**src/rtl/tpu_pkg.sv**
```systemverilog
// Shared types for the systolic-array support blocks: element width,
// drain engine state encoding and the packed result-row type.
package tpu_pkg;

  localparam int unsigned DATA_WIDTH    = 8;
  localparam int unsigned COLUMN_NUMBER = 4;

  typedef enum logic [1:0] {
    IDLE,
    DRAIN,
    SEND
  } drain_state_t;

  // One C row; element c sits at bits [c*DATA_WIDTH +: DATA_WIDTH].
  typedef logic [COLUMN_NUMBER-1:0][DATA_WIDTH-1:0] drain_row_t;

  // Saturate an 8-bit job dimension to the physical array size.
  function automatic logic [7:0] clamp_size(input logic [7:0] size,
                                            input int unsigned limit);
    return (32'(size) > limit) ? 8'(limit) : size;
  endfunction

endpackage

```
**src/rtl/drain_row_buffer.sv**
```systemverilog
// Row store for result_drain: DEPTH x ROW_W register file with one
// synchronous write port and one combinational read port. Not reset;
// contents are only read after being written by the current job.
module drain_row_buffer #(
  parameter int unsigned DEPTH = 4,
  parameter int unsigned ROW_W = 32,
  parameter int unsigned IDX_W = 2
) (
  input  logic             clk_i,
  input  logic             wr_en_i,
  input  logic [IDX_W-1:0] wr_idx_i,
  input  logic [ROW_W-1:0] wr_data_i,
  input  logic [IDX_W-1:0] rd_idx_i,
  output logic [ROW_W-1:0] rd_data_o
);

  logic [ROW_W-1:0] mem_q [DEPTH];

  // Capture one drained row per enabled cycle.
  always_ff @(posedge clk_i) begin
    if (wr_en_i) begin
      mem_q[wr_idx_i] <= wr_data_i;
    end
  end

  assign rd_data_o = mem_q[rd_idx_i];

endmodule

```
**src/rtl/result_drain.sv**
```systemverilog
// Drain-side engine for the systolic array. Shifts accumulated rows out of
// the array (bottom row first), keeps the valid ones in row order and
// streams them out over valid/ready. All outputs are registered.
// Optional: define DRAIN_COLUMN_MASK_EN to zero out_data columns >= cols.
module result_drain #(
  parameter int unsigned ROW_NUMBER    = 4,
  parameter int unsigned COLUMN_NUMBER = tpu_pkg::COLUMN_NUMBER,
  parameter int unsigned DATA_WIDTH    = tpu_pkg::DATA_WIDTH
) (
  input  logic                                clk,
  input  logic                                reset,
  input  logic                                start,
  input  logic [7:0]                          size_row_A,
  input  logic [7:0]                          size_column_B,
  input  logic [COLUMN_NUMBER*DATA_WIDTH-1:0] down_out,
  output logic                                through,
  output logic                                out_valid,
  input  logic                                out_ready,
  output logic [COLUMN_NUMBER*DATA_WIDTH-1:0] out_data,
  output logic [7:0]                          out_row,
  output logic                                busy,
  output logic                                done
);

  import tpu_pkg::drain_state_t, tpu_pkg::IDLE, tpu_pkg::DRAIN, tpu_pkg::SEND;
  import tpu_pkg::clamp_size;

  localparam int unsigned ROW_W = COLUMN_NUMBER * DATA_WIDTH;
  localparam int unsigned IDX_W = (ROW_NUMBER > 1) ? $clog2(ROW_NUMBER) : 1;
  localparam logic [IDX_W-1:0] LAST_IDX = IDX_W'(ROW_NUMBER - 1);

  drain_state_t     state_q, state_d;
  logic [IDX_W-1:0] d_q, d_d;
  logic [IDX_W-1:0] k_q, k_d;
  logic [7:0]       rows_q, rows_d;
  logic [7:0]       cols_q, cols_d;
  logic             through_q, through_d;
  logic             out_valid_q, out_valid_d;
  logic             busy_q, busy_d;
  logic             done_q, done_d;
  logic [ROW_W-1:0] out_data_q, out_data_d;
  logic [7:0]       out_row_q, out_row_d;

  logic [IDX_W-1:0] drain_row;
  logic [IDX_W-1:0] rd_idx;
  logic [ROW_W-1:0] rd_data;
  logic             wr_en;
  logic [ROW_W-1:0] col_mask;

  // Array emits its bottom row first, so drain step d carries row N-1-d.
  assign drain_row = LAST_IDX - d_q;
  // Read port looks one row ahead so the next row is ready at handshake.
  assign rd_idx    = k_q + IDX_W'(1);

  drain_row_buffer #(
    .DEPTH (ROW_NUMBER),
    .ROW_W (ROW_W),
    .IDX_W (IDX_W)
  ) u_buf (
    .clk_i     (clk),
    .wr_en_i   (wr_en),
    .wr_idx_i  (drain_row),
    .wr_data_i (down_out),
    .rd_idx_i  (rd_idx),
    .rd_data_o (rd_data)
  );

`ifdef DRAIN_COLUMN_MASK_EN
  // Columns at or beyond the latched width read as zero on the output only.
  always_comb begin
    col_mask = '0;
    for (int unsigned c = 0; c < COLUMN_NUMBER; c++) begin
      if (c < 32'(cols_q)) begin
        col_mask[c*DATA_WIDTH +: DATA_WIDTH] = '1;
      end
    end
  end
`else
  assign col_mask = '1;
  logic unused_cols;
  assign unused_cols = ^cols_q;
`endif

  // Next-state, counters and registered-output values.
  always_comb begin
    state_d     = state_q;
    d_d         = d_q;
    k_d         = k_q;
    rows_d      = rows_q;
    cols_d      = cols_q;
    through_d   = 1'b0;
    out_valid_d = 1'b0;
    busy_d      = 1'b0;
    done_d      = 1'b0;
    out_data_d  = out_data_q;
    out_row_d   = out_row_q;
    wr_en       = 1'b0;

    unique case (state_q)
      IDLE: begin
        out_data_d = '0;
        out_row_d  = '0;
        if (start) begin
          state_d   = DRAIN;
          rows_d    = clamp_size(size_row_A, ROW_NUMBER);
          cols_d    = clamp_size(size_column_B, COLUMN_NUMBER);
          d_d       = '0;
          through_d = 1'b1;
          busy_d    = 1'b1;
        end
      end

      DRAIN: begin
        wr_en = (8'(drain_row) < rows_q);
        if (d_q == LAST_IDX) begin
          if (rows_q == '0) begin
            state_d = IDLE;
            done_d  = 1'b1;
          end else begin
            // Row 0 is being written on this same edge, so present it
            // straight from the array instead of from the buffer.
            state_d     = SEND;
            k_d         = '0;
            busy_d      = 1'b1;
            out_valid_d = 1'b1;
            out_row_d   = '0;
            out_data_d  = down_out & col_mask;
          end
        end else begin
          d_d       = d_q + IDX_W'(1);
          through_d = 1'b1;
          busy_d    = 1'b1;
        end
      end

      SEND: begin
        busy_d      = 1'b1;
        out_valid_d = 1'b1;
        if (out_valid_q && out_ready) begin
          if (8'(k_q) == rows_q - 8'd1) begin
            state_d     = IDLE;
            busy_d      = 1'b0;
            out_valid_d = 1'b0;
            done_d      = 1'b1;
            out_data_d  = '0;
            out_row_d   = '0;
          end else begin
            k_d        = rd_idx;
            out_row_d  = 8'(rd_idx);
            out_data_d = rd_data & col_mask;
          end
        end
      end

      default: begin
        state_d = IDLE;
      end
    endcase
  end

  // State and output registers with synchronous reset.
  always_ff @(posedge clk) begin
    if (reset) begin
      state_q     <= IDLE;
      d_q         <= '0;
      k_q         <= '0;
      rows_q      <= '0;
      cols_q      <= '0;
      through_q   <= 1'b0;
      out_valid_q <= 1'b0;
      busy_q      <= 1'b0;
      done_q      <= 1'b0;
      out_data_q  <= '0;
      out_row_q   <= '0;
    end else begin
      state_q     <= state_d;
      d_q         <= d_d;
      k_q         <= k_d;
      rows_q      <= rows_d;
      cols_q      <= cols_d;
      through_q   <= through_d;
      out_valid_q <= out_valid_d;
      busy_q      <= busy_d;
      done_q      <= done_d;
      out_data_q  <= out_data_d;
      out_row_q   <= out_row_d;
    end
  end

  assign through   = through_q;
  assign out_valid = out_valid_q;
  assign busy      = busy_q;
  assign done      = done_q;
  assign out_data  = out_data_q;
  assign out_row   = out_row_q;

endmodule

```
**config.mk**
```make
export PLATFORM = sky130hd
export DESIGN_NAME = result_drain
export DESIGN_NICKNAME = d
export VERILOG_FILES = /design/src/rtl/tpu_pkg.sv /design/src/rtl/drain_row_buffer.sv /design/src/rtl/result_drain.sv
export SDC_FILE = /design/constraint.sdc
export NUM_CORES = 1
export LEC_CHECK = 0
export BUFFER_PORTS_ARGS = -buffer_cell sky130_fd_sc_hd__buf_2
export CORE_MARGIN = 2
export CORE_UTILIZATION = 45
export CTS_BUF_LIST = sky130_fd_sc_hd__clkbuf_4
export DETAILED_ROUTE_END_ITERATION = 8
export GPL_ROUTABILITY_DRIVEN = 0
export PLACE_DENSITY = 0.73
export SYNTH_ARGS = -nofsm -noshare
export SYNTH_HDL_FRONTEND = slang
export SYNTH_HIERARCHICAL = 1
export SYNTH_SLANG_ARGS = --single-unit
```
**constraint.sdc**
```tcl
create_clock -name clk -period 10.5 [get_ports clk]
set_input_delay 0.525 -clock clk [delete_from_list [all_inputs] [get_ports clk]]
set_output_delay 0.525 -clock clk [all_outputs]
set_load 0.02 [all_outputs]
```
After elaboration in Yosys (flattened, before gate mapping):

Memory sizes are Yosys's and may differ from the RTL's.
Index checks and enable logic that the tools add are counted.

* register bits: 58
* bits in latches: 0
* memory bits (writable): 128
* bits in read-only memories: 0
* bits of input ports: 52
* memories: 1

* $add $sub $neg: 4
* $mul: 0
* div/mod/pow operators: 0
* magnitude comparators: 2
* eq/ne operators: 11
* shifts and indexed selects: 0
* mux-type cells: 43
* bitwise logic cells: 0
* reductions and logical operators: 11

Memories
* u_buf.mem_q: words 4, bits a word 32, rd ports 1, clocked after Yosys merged registers in 0, write ports 1, line drain_row_buffer.sv:17 `logic [ROW_W-1:0] mem_q [DEPTH];`

Operator list (count)
* two-way mux 32 bit: 4
* one-hot mux 32 bit (3 select lines): 1
* two-way mux 8 bit: 4
* two-way mux 2 bit: 12
* one-hot mux 8 bit (3 select lines): 1
* two-way mux 1 bit: 14
* inequality test 2 bit (second input constant): 7
* == test 2 x 8 -> 1 bit: 1
* > comparator 8 x 3 -> 1 bit (second input constant): 1
* zero test 8 bit: 1
* < comparator 2 x 8 -> 1 bit: 1
* one-hot mux 2 bit (2 select lines): 2
* AND reduction 4 bit: 2
* subtractor 8 x 1 -> 8 bit (second input constant): 1
* one-hot mux 1 bit (2 select lines): 3
* one-hot mux 2 bit (3 select lines): 1
* AND reduction 5 bit: 1
* adder 2 x 1 -> 2 bit (second input constant): 2
* == test 2 bit (second input constant): 2
* nonzero test 2 bit: 2
* one-hot mux 1 bit (3 select lines): 1
* AND reduction 3 bit: 1
* nonzero test 3 bit: 1
* == test 2 x 1 -> 1 bit (second input constant): 1
* 4 further kinds: 4

Logic depth before layout (Yosys ltp):

Gate-level depths: netlist of run 1.

* depth after elaboration: 5
* depth in mapped cells: 9
* depth with buffers taken out: 7

By module:

Netlist of run 1, hierarchy kept.

Modules (own cells, without submodules)
* drain_row_buffer: instances 1, cells each 171, area each 4689.5 µm²
* result_drain: instances 1, cells each 285, area each 2533.7 µm²

Least setup slack after synthesis of run 1:

OpenSTA, ideal clock, no wires.

* kind: register to register
* start: register d_q[1]
* end: memory u_buf.mem_q[0][0] (enable)
* setup time: 0.468 ns
* arrival: 3.466 ns
* required time: 10.032 ns
* setup slack: 6.566 ns
* cell stages (with the launch flop): 6
* buffers on the path: 0
* path through: dfxtp_1 -> inv_1 -> ha_1 -> a21o_1 -> a31oi_1 -> nor3b_1

* word-level cells in the longest chain between the ends: 5

RTL lines
* from (decl): line result_drain.sv:33 `logic [IDX_W-1:0] d_q, d_d;`
* from (signal assigned): line result_drain.sv:165 `d_q <= '0;`
* from (signal assigned): line result_drain.sv:177 `d_q <= d_d;`
* subtractor 2 bit: line result_drain.sv:51 `assign drain_row = LAST_IDX - d_q;`
* via drain_row[1]: line result_drain.sv:44 `logic [IDX_W-1:0] drain_row;`
* < comparator 2 x 8 -> 1 bit: line result_drain.sv:114 `wr_en = (8'(drain_row) < rows_q);`
* two-way mux 1 bit: line result_drain.sv:99 `unique case (state_q)`
* via wr_en: line result_drain.sv:47 `logic wr_en;`
* two-way mux 1 bit: line drain_row_buffer.sv:21 `if (wr_en_i) begin`
* two-way mux 1 bit (implied by the code): line drain_row_buffer.sv:22 `mem_q[wr_idx_i] <= wr_data_i;`
* to (decl): line drain_row_buffer.sv:17

The timed path passes the listed nets, and every way through them passes these cells.

Final worst setup path of run 1:

* start: register state_q[1]
* end: memory u_buf.mem_q[0][24] (enable)

* word-level cells in the longest chain between the ends: 4

RTL lines
* from (decl): line result_drain.sv:32 `drain_state_t state_q, state_d;`
* from (signal assigned): line result_drain.sv:176 `state_q <= state_d;`
* == test 2 x 1 -> 1 bit: line result_drain.sv:99
* two-way mux 1 bit: line result_drain.sv:99
* via wr_en: line result_drain.sv:47
* two-way mux 1 bit: line drain_row_buffer.sv:21
* two-way mux 1 bit (implied by the code): line drain_row_buffer.sv:22

The timed path passes the listed nets, and every way through them passes these cells.

==> reports/qor.yml, run 1 <==
die_h_um: 130.7
multi_input_area_um2: 2111
period_share_pct: 26.54
numPortBuffers: 81
grtUsageMet1_pct: 24.70
critPathCapture: "u_buf/mem_q[0][24]"
hold_class: "in2reg"
clock.fmax_mhz: 358.9
grt_max_degree: 49
whs_ns: 0.1875
io-pin-count: 96
rsz0062_at_grt: "no"
root_buffer: "clkbuf_4"
grt.busiest_layer: "met2"
layout_setup_ws_ns: 7.714
worst_pin_slew_ns: 1.003
drtPass1Iterations: 4
internal_power_uw: 918.2
synth.largest_area_cell: "edfxtp_1"
seqPwrFrac_pct: 63.2
regArea_um2: 4885
rows: 46
place_hpwl_um: 9130
route.detailed.drc: 0
r2r-start: "state_q[1]"
synth-seq-cells: 180
htreeDepth: 4
crit_top_cell: "inv_1"
grt_util_met2_pct: 30.97
seq_area_frac_synth_pct: 67.63
drive_above_1_share_pct: 29.54
power_mw: 1.227
synth_top_flop_cell: "edfxtp_1"
switching_share_pct: 25.16
antenna_found_initial: 1
cts_inserted_buffers: 17
core_area_um2: 15770
fillers: 1351
skew_ns: 0.01166
initial_core_util_pct: 45.80
outcome: "complete, no violations"
relSlewSlack_pct: 33.14
avgViaCountPerCell: 5.656
grt_use_total_pct: 18.94
critical_path.cell_chain: "inv_1 > ha_1 > inv_1 > a31oi_1 > nor3b_2 > buf_4"
setup_tns_ns: 0
cts_tree: "done"
place_area_um2: 7761
drt-wirelength-per-cell_um: 20.11
routed_wl_um: 15320
drt_iter0_drc: 382
worst_ep_arrival_time_ns: 3.00
p_per_area_nw_per_um2: 153.3
path_class: "reg2reg"
fin_area_um2: 8003
dieArea_um2: 17080
pre_cts_ws_ns: 7.696
switchingPower_uw: 308.7
r2r-end: "u_buf/mem_q[0][24]"
postSynthAreaPerCell_um2: 15.84
critical_path_buf_inv_count: 3
clk_latency_ns: 0.56
via_count: 4310
grt_pass1_vias: 4353
setup_viol: 0
clkPwrFrac_pct: 28.0
cts_sinks: 180
syn-cell-area_um2: 7223
cp.required_ns: 10.72
layout_common_cells: "edfxtp_1, buf_2, dfxtp_1, a21oi_1, a22oi_1"
ir_drop_uv: 127.2
final_max_slew_viol_count: 0
async_reset_ff_share_pct: 0
die-width_um: 130.7
ctsResizeCount: 0
synth_top_area_share_pct: 53.21
area.growth.synth_to_final_pct: 10.79
use_met3_pct: 4.886
synth_edf_count: 128
final_common_cell: "edfxtp_1"
crit_path_max_incr_delay_ns: 0.70
min_period_ns: 2.786
crit_fanout: 25
grt_pass1_wl_um: 23800
maxCapViolCount: 0
ys_types: 46
nNetsFinal: 593
cp_slowest_cell: "nor3b_2"
synthTopCellsByArea: "edfxtp_1, dfxtp_1, mux4_2"
r2r_setup_slack_ns: 7.71
hold_buffers: 0
syn_inst: 456
worst-path-stages: 6
drtAntennaViolNets: 0
combPwrFrac_pct: 8.8
cp-end-kind: "flop"
clkTransAtPathRegs_ns: 0.13
postCtsSetupBuffers: 0
gr-total-overflow: 0
ys.warnings.count: 6
clockBufferDepth: 2
crit_path_start: "state_q[1]"
power.leakage_nw: 2.742
start_kind: "flop"
hold_viol: 0
crit_family: "buffers and inverters"
r2r_cells: 6
## per-layer routing
| metal | part of all wire, % | routed length, um | vias up |
|---|---|---|---|
| li1 | - | - | 1962 |
| met1 | 43 | 6518 | 2195 |
| met2 | 50 | 7678 | 139 |
| met3 | 6.0 | 922 | 14 |
| met4 | 1.3 | 201 | 0 |
| met5 | 0 | 0 | - |
## worst min-delay path by stage
stage	start	endpoint	slack, ns	depth (start not counted)
3_5_place_dp	out_row[1]	out_row[1]	0.45	2
6_report	down_out[22]	u_buf/mem_q[0][22]	0.19	1
4_1_cts	down_out[14]	u_buf/mem_q[2][14]	0.14	1
3_3_place_gp	out_row[1]	out_row[1]	0.44	2
2_1_floorplan	rows_q[3]	rows_q[3]	0.48	1
5_1_grt	down_out[13]	u_buf/mem_q[2][13]	0.12	1
## power by group through the flow
stage / clock (mW) / sequential, mW / combinational, mW
finish: 0.344 / 0.776 / 0.108
global route: 0.382 / 0.777 / 0.116
detailed placement: 0 / 0.792 / 0.108
floorplan: 0 / 0.794 / 0.0660
CTS: 0.352 / 0.776 / 0.108
global placement: 0 / 0.791 / 0.105
## state kept, by name, summed over array words and instances (netlist names)
name	cells
out_valid	1
busy	1
out_data	32
k_q	2
rows_q	8
out_row	2
done	1
through	1
d_q	2
state_q	2
u_buf/mem_q	128
## stage by stage
step	instances	util, %
3_5_place_dp	729	49.21
4_1_cts	761	50.73
2_1_floorplan	461	-
6_report	762	50.75
3_3_place_gp	729	49.21
5_1_grt	761	50.73
## cell families after synthesis
group,count (synthesis),synth area share [%]
buffers and inverters,46,4.001
multiplexers,33,10.22
AND/OR/NAND/NOR,91,7.882
other,1,0.05192
flip-flops,180,67.63
XOR/XNOR,5,0.6064
adder cells (fa/ha/maj),9,1.559
AO/OA/AOI/OAI,91,8.055
## cells in the mapped netlist, types with 3 or more instances
cell type  count
mux4_2        30
nor3_1         3
ha_1           9
inv_1         10
buf_4         10
and2_1         6
dfxtp_1       52
nor2_1        13
buf_2         12
o21ai_0        3
buf_12         3
clkbuf_1       9
nand3_1        4
edfxtp_1     128
a31oi_1        3
a21oi_1       41
nand4_1       33
a22oi_1       35
xor2_1         3
nand2b_1       4
nand2_1       10
## worst reg2reg max path: cells and delay by family (launching register included)
family / cells / cell delay [ns]
compound gates: 1 / 0.26
fa+ha+maj: 1 / 0.33
buf+inv: 3 / 0.77
flops: 1 / 0.37
simple gates: 1 / 0.70
## layout make-up
| cell class | count | share of cell area, % |
|---|---|---|
| inverter | 10 | 0.4690 |
| antenna | 1 | 0.03127 |
| clock buffer | 20 | 1.876 |
| clock inverter | 12 | 1.110 |
| sequential | 180 | 61.04 |
| timing repair buffer | 88 | 5.722 |
| multi-input combinational | 235 | 26.38 |
| tap | 216 | 3.377 |
Power figures use the tool's default switching activity.
==> run 2: changes to the inputs <==
- PLACE_DENSITY: 0.73 -> 0.75
- clock period: 10.5 -> 2.4 ns (I/O delays scaled with it)
==> run 2 against run 1 <==
  * Clock power increased to 5.8 times the previous value
  * Sequential power grew to 4.4 times the previous value
  * Count of clock-buffer cells in the layout down 2
  * Via count grew 7.4%
  * Die area unchanged
  * Clock skew rose by 0.0089 ns
  * Routed wire length is 6.4% higher
  * Highest routed layer unchanged
  * Non-clock buffer count grew 54
  * Total power rose to 4.9 times the previous value
==> reports/qor.yml, run 2 (synthesized netlist as in run 1, its figures left out) <==
core_area_um2: 15770
postCtsSetupBuffers: 0
hold_class: "in2reg"
p_per_area_nw_per_um2: 684.9
initial_core_util_pct: 45.80
clkTransAtPathRegs_ns: 0.14
drt-wirelength-per-cell_um: 20.00
cts_sinks: 180
clk_latency_ns: 0.57
largest_reg_flops: 128
numPortBuffers: 81
maxCapViolCount: 0
hold_viol: 0
gr-total-overflow: 0
outcome: "complete, no violations"
crit_path_max_incr_delay_ns: 0.41
cp_slowest_cell: "dfxtp_1"
path_class: "reg2reg"
layout_common_cells: "edfxtp_1, buf_2, dfxtp_1, a21oi_1, dlygate4sd3_1"
dieArea_um2: 17080
die-width_um: 130.7
grt_pass1_wl_um: 25240
route.detailed.drc: 0
rsz0062_at_grt: "no"
pre_cts_ws_ns: 0.2207
cts_inserted_buffers: 17
clock.fmax_mhz: 448.3
whs_ns: 0.2307
avgViaCountPerCell: 5.677
area.growth.synth_to_final_pct: 20.56
start_kind: "flop"
grt_pass1_vias: 4694
r2r_cells: 8
rows: 46
cp.required_ns: 2.81
critical_path.cell_chain: "inv_1 > ha_1 > a21bo_2 > and2_1 > nand3_2 > buf_4 > a22oi_1 > a21oi_1"
met2WireLength_um: 8244
clockBufferDepth: 2
skew_ns: 0.02053
drt-met1-wl_um: 6683
worst_pin_slew_ns: 1.075
min_path_cells: 2
highest_layer: "met4"
min_period_ns: 2.231
drt_iter0_drc: 391
worst_ep_arrival_time_ns: 2.64
layout_setup_ws_ns: 0.1691
nNetsFinal: 647
grt_max_degree: 49
power.leakage_nw: 3.065
routed-wl-met3_um: 1161
htreeDepth: 4
ir_drop_uv: 482.5
grt_use_total_pct: 20.12
die_h_um: 130.7
setup_tns_ns: 0
antenna_found_initial: 0
top_register: "u_buf/mem_q"
drtPass1Iterations: 5
crit_fanout: 20
drive_above_1_share_pct: 30.55
place_hpwl_um: 9734
final_common_cell: "edfxtp_1"
final_max_slew_viol_count: 0
setup_viol: 0
drtAntennaViolNets: 0
cts_tree: "done"
period_share_pct: 92.95
relSlewSlack_pct: 28.36
routed_wl_um: 16300
root_buffer: "clkbuf_4"
via_count: 4627
antennaDiodeCount: 0
power_mw: 5.964
cp-end-kind: "flop"
io-pin-count: 96
==> run 2: changes by cell type in the layout (fill, tap and decap cells not counted), sizes merged <==
cell,previous run,this run
buf,88,102
dlygate4sd3,0,40
clkbuf,20,18
bufinv,1,5
inv,11,13
clkinv,9,4
diode,1,0
clkinvlp,1,2
==> run 2: where the power goes <==
| group | internal, mW | switching [mW] | leakage (nW) |
|---|---|---|---|
| sequential | 3.37 | 0.0203 | 1.57 |
| combinational | 0.178 | 0.386 | 1.31 |
| clock | 0.959 | 1.05 | 0.185 |
==> run 2: final cells by class <==
type	count	area (um^2)
inverter	10	37.54
timing repair buffer	142	1026
sequential	180	4885
clock inverter	14	225.2
multi-input combinational	235	2130
clock buffer	18	135.1
tap	216	270.3
fill	1275	7062
==> run 2: through the flow <==
step                      area, um^2  cells  util [%]
final                           8708    815     55.22
after detailed placement        7941    743     50.36
after floorplan                 7259    461         -
after global routing            8708    815     55.22
after global placement          7941    743     50.36
after CTS                       8702    815     55.18
==> run 2: worst paths after layout <==
kind,slack [ns],from,to
worst max-delay path,0.17,state_q[0],out_data[1]
worst max register to register,0.17,state_q[0],out_data[1]
worst min register to register,0.47,out_row[1],out_row[1]
worst min-delay path,0.23,reset,out_row[0]
==> run 2: critical path: cells and delay by family (launching register included) <==
family | cells | cell delay, ns
fa+ha+maj | 1 | 0.29
flops | 1 | 0.41
compound gates | 3 | 0.64
simple gates | 2 | 0.39
buf+inv | 2 | 0.36
==> run 2: metal layers <==
metal,vias up,GRT usage [%]
met4,0,5.882
met3,18,5.090
li1,2073,-
met1,2338,25.99
met2,198,33.98
met5,-,0
==> run 2: what timing repair did <==
item,4_1_cts,5_1_grt
setup endpoints to repair,0,3
gates resized for setup,0,1
hold buffers,40,0
hold endpoints to repair,168,0
==> run 3: changes to the inputs <==
- GPL_ROUTABILITY_DRIVEN: 0 -> not set
- RECOVER_POWER: not set -> 25
==> run 3 against run 2 <==
  * Global-route usage did not move
  * First-iteration DRC count increased by 8.7%
  * Clock power about the same
  * Worst hold slack got worse by 0.0025 ns
  * Critical path type unchanged
  * Largest power group unchanged
==> reports/qor.yml, run 3 (synthesized netlist as in run 1, its figures left out) <==
maxCapViolCount: 0
largest_reg_flops: 128
crit_path_max_incr_delay_ns: 0.42
drtPass1Iterations: 5
place_hpwl_um: 9734
grt_pass1_wl_um: 25240
outcome: "complete, no violations"
clkPwrFrac_pct: 33.7
cp.required_ns: 2.81
switching_share_pct: 24.48
fin_util_pct: 55.02
postCtsSetupBuffers: 0
cts_inserted_buffers: 17
layout_common_cells: "edfxtp_1, buf_2, dfxtp_1, a21oi_1, dlygate4sd3_1"
antenna_found_initial: 0
grt_use_total_pct: 20.12
clockBufferDepth: 2
routed_wl_um: 16360
skew_ns: 0.02179
rows: 46
combPwrFrac_pct: 9.4
min_period_ns: 2.248
ir_drop_uv: 486.7
route.detailed.drc: 0
clock.fmax_mhz: 444.9
top_register: "u_buf/mem_q"
r2r_setup_slack_ns: 0.15
dpl.cell_count: 743
area.growth.synth_to_final_pct: 20.13
gp_congestion: 0.8269
highest_layer: "met4"
pre_cts_ws_ns: 0.2207
core_area_um2: 15770
routed-wl-met3_um: 1200
r2r_cells: 8
nNetsFinal: 647
avgViaCountPerCell: 5.702
drt_iter0_drc: 425
setup_tns_ns: 0
cts_sinks: 180
setup_viol: 0
dieArea_um2: 17080
hold_viol: 0
root_buffer: "clkbuf_4"
p_per_area_nw_per_um2: 687.4
cp_slowest_cell: "dfxtp_1"
drt-wirelength-per-cell_um: 20.08
hold_class: "in2reg"
r2r-end: "out_data[1]"
path_class: "reg2reg"
period_share_pct: 93.66
worst_ep_arrival_time_ns: 2.65
drive_above_1_share_pct: 26.38
gr-total-overflow: 0
grt_max_degree: 49
final_cells: 815
relSlewSlack_pct: 27.80
whs_ns: 0.2283
r2r-start: "state_q[0]"
grt_pass1_vias: 4694
drt-met1-wl_um: 6647
layout_setup_ws_ns: 0.1521
internal_power_mw: 4.504
final_common_cell: "edfxtp_1"
fillers: 1294
numPortBuffers: 81
via_count: 4647
start_kind: "flop"
htreeDepth: 4
worstHoldStart: "reset"
final_max_slew_viol_count: 0
cp-end-kind: "flop"
antennaDiodeCount: 0
die-width_um: 130.7
clk_latency_ns: 0.56
clkTransAtPathRegs_ns: 0.15
met2WireLength_um: 8296
switchingPower_mw: 1.460
die_h_um: 130.7
critical_path.cell_chain: "inv_1 > ha_1 > a21bo_2 > and2_1 > nand3_2 > buf_4 > a22oi_1 > a21oi_1"
io-pin-count: 96
hold_end: "out_row[0]"
worst_pin_slew_ns: 1.083
min_path_cells: 2
rsz0062_at_grt: "no"
power.leakage_nw: 2.996
seqPwrFrac_pct: 56.9
crit_fanout: 20
initial_core_util_pct: 45.80
cts_tree: "done"
drtAntennaViolNets: 0
==> run 3: changes by cell type in the layout (fill, tap and decap cells not counted), sizes merged <==
cell    previous run  this run
clkbuf            18        43
buf              102        77
==> run 3: how the worst max path moves through the flow <==
| stage | cells past startpoint | endpoint | from |
|---|---|---|---|
| finish | 8 | out_data[1] | state_q[0] |
| global route | 7 | rows_q[0] | state_q[0] |
| CTS | 7 | rows_q[0] | state_q[0] |
| detailed placement | 8 | out_data[1] | state_q[0] |
| global placement | 6 | u_buf/mem_q[0][6] | rows_q[1] |
| floorplan | 5 | u_buf/mem_q[0][0] | d_q[1] |
==> run 3: critical path, delay by kind of cell, from the launching register on <==
| kind | cells | cell delay [ns] |
|---|---|---|
| simple gates | 2 | 0.39 |
| buf+inv | 2 | 0.36 |
| fa+ha+maj | 1 | 0.29 |
| compound gates | 3 | 0.64 |
| flops | 1 | 0.42 |
==> run 3: per-stage QoR <==
stage                     total power [mW]  cell area [um^2]
final                                5.964              8677
after global routing                 6.152              8677
after CTS                            5.987              8702
after detailed placement             3.973              7941
after global placement               3.951              7941
after floorplan                      3.765              7259
==> run 3: cell type report <==
class | instances | area [um^2] | area share (%)
clock inverters | 14 | 225.2 | 2.596
clock buffers | 18 | 135.1 | 1.557
well taps | 216 | 270.3 | 3.115
repair buffers | 142 | 994.7 | 11.46
multi-input cells | 235 | 2130 | 24.54
flip-flops and latches | 180 | 4885 | 56.29
inverters | 10 | 37.54 | 0.4326
==> run 3: what timing repair did <==
action,in CTS,in global routing
resized for setup,0,1
hold endpoints to repair,168,0
hold buffers,40,0
endpoints found under the setup margin,0,3
==> run 3: power groups by stage <==
| stage | clock network, mW | registers [mW] | logic [mW] |
|---|---|---|---|
| 2_1_floorplan | 0 | 3.47 | 0.292 |
| 3_3_place_gp | 0 | 3.46 | 0.491 |
| 3_5_place_dp | 0 | 3.46 | 0.509 |
| 4_1_cts | 2.03 | 3.39 | 0.558 |
| 5_1_grt | 2.15 | 3.40 | 0.601 |
| 6_report | 2.01 | 3.39 | 0.560 |
==> run 3: routing by layer <==
layer  GRT usage [%]  up-vias
met5               0        -
met4           5.882        0
met3           5.090       21
met2           33.98      207
met1           25.99     2343
li1                -     2076
